--- src/rtl/mmio_regfile_gen.sv ---
// MMIO register file: RO status and RW control registers behind a fixed 3-stage pipeline.
// IBM bit numbering on the bus: mmio_addr[0] here is the half-select bit, wdata[31:0] is wdata[32:63].
module mmio_regfile_gen #(
    parameter int unsigned           NUM_RO         = 16,
    parameter int unsigned           NUM_RW         = 4,
    parameter int unsigned           ADDR_WIDTH     = 24,
    parameter logic [ADDR_WIDTH-1:0] RO_BASE        = 24'h00_0000,
    parameter logic [ADDR_WIDTH-1:0] RW_BASE        = 24'h00_0100,
    parameter logic [31:0]           PULSE_MASK     = 32'h0,
    parameter logic [63:0]           UNMAPPED_RDATA = 64'h0
) (
    input  logic                    clock,
    input  logic                    rstn,
    input  logic                    mmio_valid,
    input  logic                    mmio_read,
    input  logic                    mmio_dw,
    input  logic [ADDR_WIDTH-1:0]   mmio_addr,
    input  logic                    mmio_addr_par,
    input  logic [63:0]             mmio_wdata,
    input  logic                    mmio_wdata_par,
    output logic                    mmio_ack,
    output logic [63:0]             mmio_rdata,
    output logic                    mmio_rdata_par,
    input  logic [NUM_RO*64-1:0]    ro_data,
    output logic [NUM_RW*64-1:0]    rw_data,
    output logic [NUM_RW-1:0]       rw_wr_strobe,
    input  logic                    err_clear,
    output logic [1:0]              mmio_errors
);

    localparam int unsigned IW = ADDR_WIDTH - 1;

    // Stage 1: captured request
    logic                  s1_valid, s1_read, s1_dw, s1_addr_par, s1_wdata_par;
    logic [ADDR_WIDTH-1:0] s1_addr;
    logic [63:0]           s1_wdata;

    always_ff @(posedge clock or negedge rstn) begin
        if (!rstn) begin
            s1_valid     <= 1'b0;
            s1_read      <= 1'b0;
            s1_dw        <= 1'b0;
            s1_addr      <= '0;
            s1_addr_par  <= 1'b0;
            s1_wdata     <= '0;
            s1_wdata_par <= 1'b0;
        end else begin
            s1_valid <= mmio_valid;
            if (mmio_valid) begin
                s1_read      <= mmio_read;
                s1_dw        <= mmio_dw;
                s1_addr      <= mmio_addr;
                s1_addr_par  <= mmio_addr_par;
                s1_wdata     <= mmio_wdata;
                s1_wdata_par <= mmio_wdata_par;
            end
        end
    end

    // Decode and parity check; ro_data is sampled here, in the cycle after the request
    logic [IW-1:0]     ro_idx, rw_idx;
    logic              ro_hit, addr_ok, data_ok;
    logic [63:0]       ro_word;
    logic [NUM_RW-1:0] rw_sel;

    assign ro_idx  = s1_addr[ADDR_WIDTH-1:1] - RO_BASE[ADDR_WIDTH-1:1];
    assign rw_idx  = s1_addr[ADDR_WIDTH-1:1] - RW_BASE[ADDR_WIDTH-1:1];
    assign ro_hit  = (ro_idx < IW'(NUM_RO));
    assign addr_ok = ^{s1_addr, s1_addr_par};
    assign data_ok = ^{s1_wdata, s1_wdata_par};

    always_comb begin
        ro_word = '0;
        for (int i = 0; i < NUM_RO; i++) begin
            if (ro_idx == IW'(i)) ro_word = ro_data[i*64 +: 64];
        end
        rw_sel = '0;
        for (int i = 0; i < NUM_RW; i++) begin
            rw_sel[i] = (rw_idx == IW'(i));
        end
    end

    // Stage 2: decoded request
    logic              s2_valid, s2_read, s2_dw, s2_half, s2_addr_ok, s2_data_ok, s2_ro_hit;
    logic [NUM_RW-1:0] s2_rw_sel;
    logic [63:0]       s2_ro_word, s2_wdata;

    always_ff @(posedge clock or negedge rstn) begin
        if (!rstn) begin
            s2_valid   <= 1'b0;
            s2_read    <= 1'b0;
            s2_dw      <= 1'b0;
            s2_half    <= 1'b0;
            s2_addr_ok <= 1'b0;
            s2_data_ok <= 1'b0;
            s2_ro_hit  <= 1'b0;
            s2_rw_sel  <= '0;
            s2_ro_word <= '0;
            s2_wdata   <= '0;
        end else begin
            s2_valid <= s1_valid;
            if (s1_valid) begin
                s2_read    <= s1_read;
                s2_dw      <= s1_dw;
                s2_half    <= s1_addr[0];
                s2_addr_ok <= addr_ok;
                s2_data_ok <= data_ok;
                s2_ro_hit  <= ro_hit;
                s2_rw_sel  <= rw_sel;
                s2_ro_word <= ro_word;
                s2_wdata   <= s1_wdata;
            end
        end
    end

    // Stage 3: apply write / select read data, issue ack
    logic [63:0]       rw_q [NUM_RW];
    logic [63:0]       rw_d [NUM_RW];
    logic [NUM_RW-1:0] strobe_q, strobe_d;
    logic              ack_q;
    logic [63:0]       rdata_q, rdata_d, rd_word;
    logic [31:0]       half_word;
    logic [1:0]        errors_q, errors_d, err_set;
    logic              wr_ok, hit;

    always_comb begin
        rw_d     = rw_q;
        strobe_d = '0;
        rd_word  = '0;
        rdata_d  = '0;
        // Pulse registers only hold a written value for the cycle of the write
        for (int i = 0; i < NUM_RW; i++) begin
            if (PULSE_MASK[i]) rw_d[i] = '0;
            if (s2_rw_sel[i]) rd_word = rw_q[i];
        end
        if (s2_ro_hit) rd_word = s2_ro_word;
        hit       = s2_ro_hit | (|s2_rw_sel);
        half_word = s2_half ? rd_word[31:0] : rd_word[63:32];
        if (s2_valid && s2_read) begin
            if (!s2_addr_ok || !hit) rdata_d = UNMAPPED_RDATA;
            else if (s2_dw)          rdata_d = rd_word;
            else                     rdata_d = {half_word, half_word};
        end
        wr_ok = s2_valid & ~s2_read & s2_addr_ok & s2_data_ok;
        for (int i = 0; i < NUM_RW; i++) begin
            if (wr_ok && s2_rw_sel[i]) begin
                if (s2_dw)        rw_d[i] = s2_wdata;
                else if (s2_half) rw_d[i] = {rw_q[i][63:32], s2_wdata[31:0]};
                else              rw_d[i] = {s2_wdata[31:0], rw_q[i][31:0]};
                strobe_d[i] = 1'b1;
            end
        end
        err_set[1] = s2_valid & ~s2_addr_ok;
        err_set[0] = s2_valid & ~s2_read & ~s2_data_ok;
        // A new error in the clearing cycle wins
        errors_d   = (errors_q & ~{2{err_clear}}) | err_set;
    end

    always_ff @(posedge clock or negedge rstn) begin
        if (!rstn) begin
            ack_q    <= 1'b0;
            rdata_q  <= '0;
            strobe_q <= '0;
            errors_q <= '0;
            for (int i = 0; i < NUM_RW; i++) rw_q[i] <= '0;
        end else begin
            ack_q    <= s2_valid;
            rdata_q  <= rdata_d;
            strobe_q <= strobe_d;
            errors_q <= errors_d;
            rw_q     <= rw_d;
        end
    end

    always_comb begin
        rw_data = '0;
        for (int i = 0; i < NUM_RW; i++) rw_data[i*64 +: 64] = rw_q[i];
    end

    assign mmio_ack       = ack_q;
    assign mmio_rdata     = rdata_q;
    assign mmio_rdata_par = ~^rdata_q;
    assign rw_wr_strobe   = strobe_q;
    assign mmio_errors    = errors_q;

endmodule

--- config.mk ---
export PLATFORM = sky130hd
export DESIGN_NAME = mmio_regfile_gen
export DESIGN_NICKNAME = d
export VERILOG_FILES = /design/src/rtl/mmio_regfile_gen.sv
export SDC_FILE = /design/constraint.sdc
export NUM_CORES = 1
export LEC_CHECK = 0
export BUFFER_PORTS_ARGS = -buffer_cell sky130_fd_sc_hd__clkbuf_2
export CAP_MARGIN = 20
export CORE_AREA = 2 2 570 572
export DETAILED_ROUTE_END_ITERATION = 10
export DIE_AREA = 0 0 572 574
export HOLD_SLACK_MARGIN = 0.02
export PLACE_DENSITY = 0.3
export SLEW_MARGIN = 5
export SYNTH_ARGS = -nofsm -noshare
export SYNTH_HDL_FRONTEND = slang
export SYNTH_SLANG_ARGS = --single-unit
--- constraint.sdc ---
create_clock -name clock -period 2.9 [get_ports clock]
set_clock_uncertainty 0.15 [all_clocks]
set_input_delay 0.58 -clock clock [delete_from_list [all_inputs] [get_ports clock]]
set_output_delay 0.58 -clock clock [all_outputs]
set_load 0.05 [all_outputs]
==> run_results.csv <==
group,metric,value,unit
grt,grt_pass1_wl,455.9,mm
final_layout,fin_nets,7048,
critical_path,worst_ep_required_time,2.17,ns
power,vdd_ir_drop_max,396.2,µV
grt,grt_usage,0.2128,
synthesis,synth_area_leaders,"dfrtp_1 41%, mux2_2 8.9%, nand2_1 5.9%, o21ai_0 4.6%, a21oi_1 4.2%",
critical_path,r2r_cells,15,
synthesis,ys_seq_area_frac,0.4142,
floorplanning,die_w,572,µm
run_status,outcome,"finished, violations left",
synthesis,syn_area,33770,µm²
floorplanning,start_util,0.1047,
cts,cts-htree-levels,3,
cts,root_buffer,"clkbuf_16",
route,drtPass1Iterations,5,
critical_path,worstPathArrival,2.60,ns
floorplanning,fp.dieH,574,µm
final_layout,design_area,61910,µm²
min_path,hold_path_depth,4,
route,totalWireLength,364.9,mm
route,viasPerCell,4.089,
final_layout,area_growth,83.31,%
final_layout,drive_gt1_frac,0.5421,
power,p_per_area,420.4,nW/µm²
placement,dp_hpwl,308.0,mm
critical_path,path_cells,"xnor2_2, xnor2_1, xnor2_1, buf_4, xnor2_2, xnor2_1, xnor2_2, buf_12",
placement,port_buffers,1447,
cts,cts_tree,"yes",
synthesis,synthCells,3767,
final_layout,mostFrequentLayoutCells,"1444 x clkbuf_2, 576 x buf_4, 549 x dfrtp_1, 521 x nand2_1, 266 x mux2_2",
power,p_leak,26.88,nW
critical_path,cp_slowest_stage_delay,0.46,ns
grt,antenna_found_initial,207,
timing,setup_ws,-0.4267,ns
floorplanning,fp-row-count,209,
timing,tightest_slew,1.114,ns
job,drv_cap,0,
floorplanning,ios,1448,
cts,clk_latency,0.71,ns
synthesis,synth_top_family_by_area,"compound AO/OA/AOI/OAI gates",
timing,slew_viol_final,0,
timing,max_freq,0.3006,GHz
run_status,violations,"setup timing",
synthesis,synth_top_area_frac,0.4142,
synthesis,ys.flop_type,"dfrtp_1",
timing,hold_viol_final,0,
critical_path,critPathKind,"reg2out",
timing,rsz0062_at_grt,"true",
synthesis,synthAdderAreaFrac,0.009632,
cts,cts_sinks,559,
synthesis,yosysTopAreaCell,"dfrtp_1",
synthesis,synth-seq-cells,559,
final_layout,final_common_cell,"clkbuf_2",
synthesis,synth-xor-area-share,0.03853,
synthesis,async_flop_share,1.000,
synthesis,synth_compound_area_frac,0.2661,
synthesis,yosysUniqueCellTypes,76,
timing,period_minus_slack,3.327,ns
final_layout,final_util,0.1918,
cts,path_clk_slew,0.05,ns
synthesis,avgSynthCellArea,8.965,µm²
cts,cts_buffers,81,
timing,min_period_over_period,1.147,
route,drtIter0Drc,3108,
grt,grt_start_max_net_pins,98,
timing,setup_viol,38,
critical_path,worstSetupStartpointType,"flip-flop",
critical_path,end_kind,"output pin",
synthesis,syn_nets,4913,
grt,gr-total-overflow,0,
route,vias,42370,
critical_path,slowest_stage,"dfrtp_2",
min_path,hp-class,"in2reg",
route,route.detailed.drc,0,
floorplanning,core_area,322700,µm²
placement,gp_congestion,0.9436,
cts,clockBufferDepth,3,
route,postRouteAntennaNets,0,
timing,slew_headroom,0.2572,
grt,grt_pass1_vias,42740,
floorplanning,die_area,328300,µm²
route,drt-wirelength-per-cell,35.21,µm
placement,postPlaceCellArea,51570,µm²
synthesis,yosys_warnings,0,
synthesis,synth_simple_gate_area_frac,0.1337,
critical_path,critPathMaxFanout,2,
synthesis,synthMuxAreaShare,0.08932,
synthesis,synth_edf_count,0,
-- worst max-delay path, delay by kind of cell (launching register included) --
kind / cells / cell delay, ns
xor+xnor: 6 / 1.00
flops: 1 / 0.46
buf+inv: 2 / 0.39
-- cells by family after synthesis --
| kind of cell | count (synthesis) |
|---|---|
| simple gates | 1041 |
| mux | 268 |
| flops | 559 |
| compound gates | 1332 |
| fa+ha+maj | 26 |
| xor+xnor | 147 |
| buf+inv | 394 |
-- final cells by class --
cell class | instances | area (µm²)
flip-flops and latches | 559 | 14010
multi-input cells | 2814 | 21960
repair buffers | 2406 | 17340
inverters | 40 | 172.7
diodes | 68 | 170.2
fillers | 36280 | 260800
clock inverters | 36 | 520.5
clock buffers | 114 | 2323
well taps | 4325 | 5411
-- stage by stage --
step	total power [mW]	std cells	hold WS (ns)	TNS, ns	setup slack, ns
after floorplan	10.65	3767	0.1344	0	0.2185
after global placement	14.36	9872	0.3397	-22.32	-0.8380
after detailed placement	14.35	9874	0.3425	-20.52	-0.7956
after CTS	26.31	10260	0.02186	-6.724	-0.5034
after global routing	27.11	10320	0.05480	-7.406	-0.5694
final	26.03	10360	0.09371	-3.405	-0.4267
-- timing repair --
| item | CTS | global route |
|---|---|---|
| resized for setup | 627 | 302 |
| buffers inserted | 135 | 75 |
| pin swaps | 206 | 227 |
| setup endpoints to repair | 69 | 66 |
| hold buffers | 111 | 0 |
| endpoints found under the hold margin | 138 | 0 |
| cloned | 18 | 6 |
-- cell usage after synthesis (17+ instances only) --
cell / count
a221oi_1: 134
a31oi_1: 24
o311ai_0: 31
o211ai_1: 21
o21ai_0: 309
o221ai_1: 56
and3_1: 52
o41ai_1: 17
nand2_1: 535
a22oi_1: 126
o22ai_1: 75
nand3_1: 50
a21oi_1: 281
nor3_1: 102
buf_2: 78
o21ai_1: 31
o31ai_1: 53
ha_1: 26
nor2_1: 237
mux2_2: 267
inv_1: 39
buf_1: 31
a221o_1: 23
xnor2_1: 127
a211oi_1: 22
dfrtp_1: 559
clkbuf_1: 234
xor2_1: 19
a211oi_2: 20
a2111oi_0: 42
-- routing by layer --
layer | share of wire | wire length (µm) | GRT usage | vias to the layer above
li1 | - | - | - | 18450
met1 | 0.43 | 158500 | 0.2766 | 21550
met2 | 0.46 | 168100 | 0.3439 | 1855
met3 | 0.075 | 27480 | 0.05717 | 445
met4 | 0.028 | 10350 | 0.05805 | 74
met5 | 0.0012 | 450 | 0 | -
-- flip-flops by register name, summed over array words and instances (netlist names) --
name	flops
s2_valid	1
s2_read	1
s1_read	1
s2_ro_hit	1
mmio_errors	2
s2_rw_sel	4
s1_wdata	64
s2_wdata	64
s2_data_ok	1
s1_wdata_par	1
s1_addr	24
s1_addr_par	1
rw_wr_strobe	4
s2_dw	1
s2_half	1
mmio_ack	1
s2_addr_ok	1
s2_ro_word	64
s1_valid	1
mmio_rdata	64
rw_data	256
s1_dw	1
-- power by group --
group	switching, mW	internal, mW
logic	3.49	2.87
registers	0.603	8.12
clock network	4.42	6.52
-- path summary, 6_finish.rpt --
| check | start | to | slack, ns |
|---|---|---|---|
| worst max-delay path | mmio_rdata[17] | mmio_rdata_par | -0.43 |
| worst min-delay path | ro_data[977] | s2_ro_word[17] | 0.09 |
| worst max register to register | s1_addr[20] | s2_ro_word[26] | -0.22 |
| worst min register to register | s2_ro_word[45] | s2_ro_word[45] | 0.35 |
| max in group asynchronous | rstn | rw_data[178] | 1.38 |
| min in group asynchronous | rstn | s1_wdata[29] | 0.32 |
(Power assumes the default switching activity.)
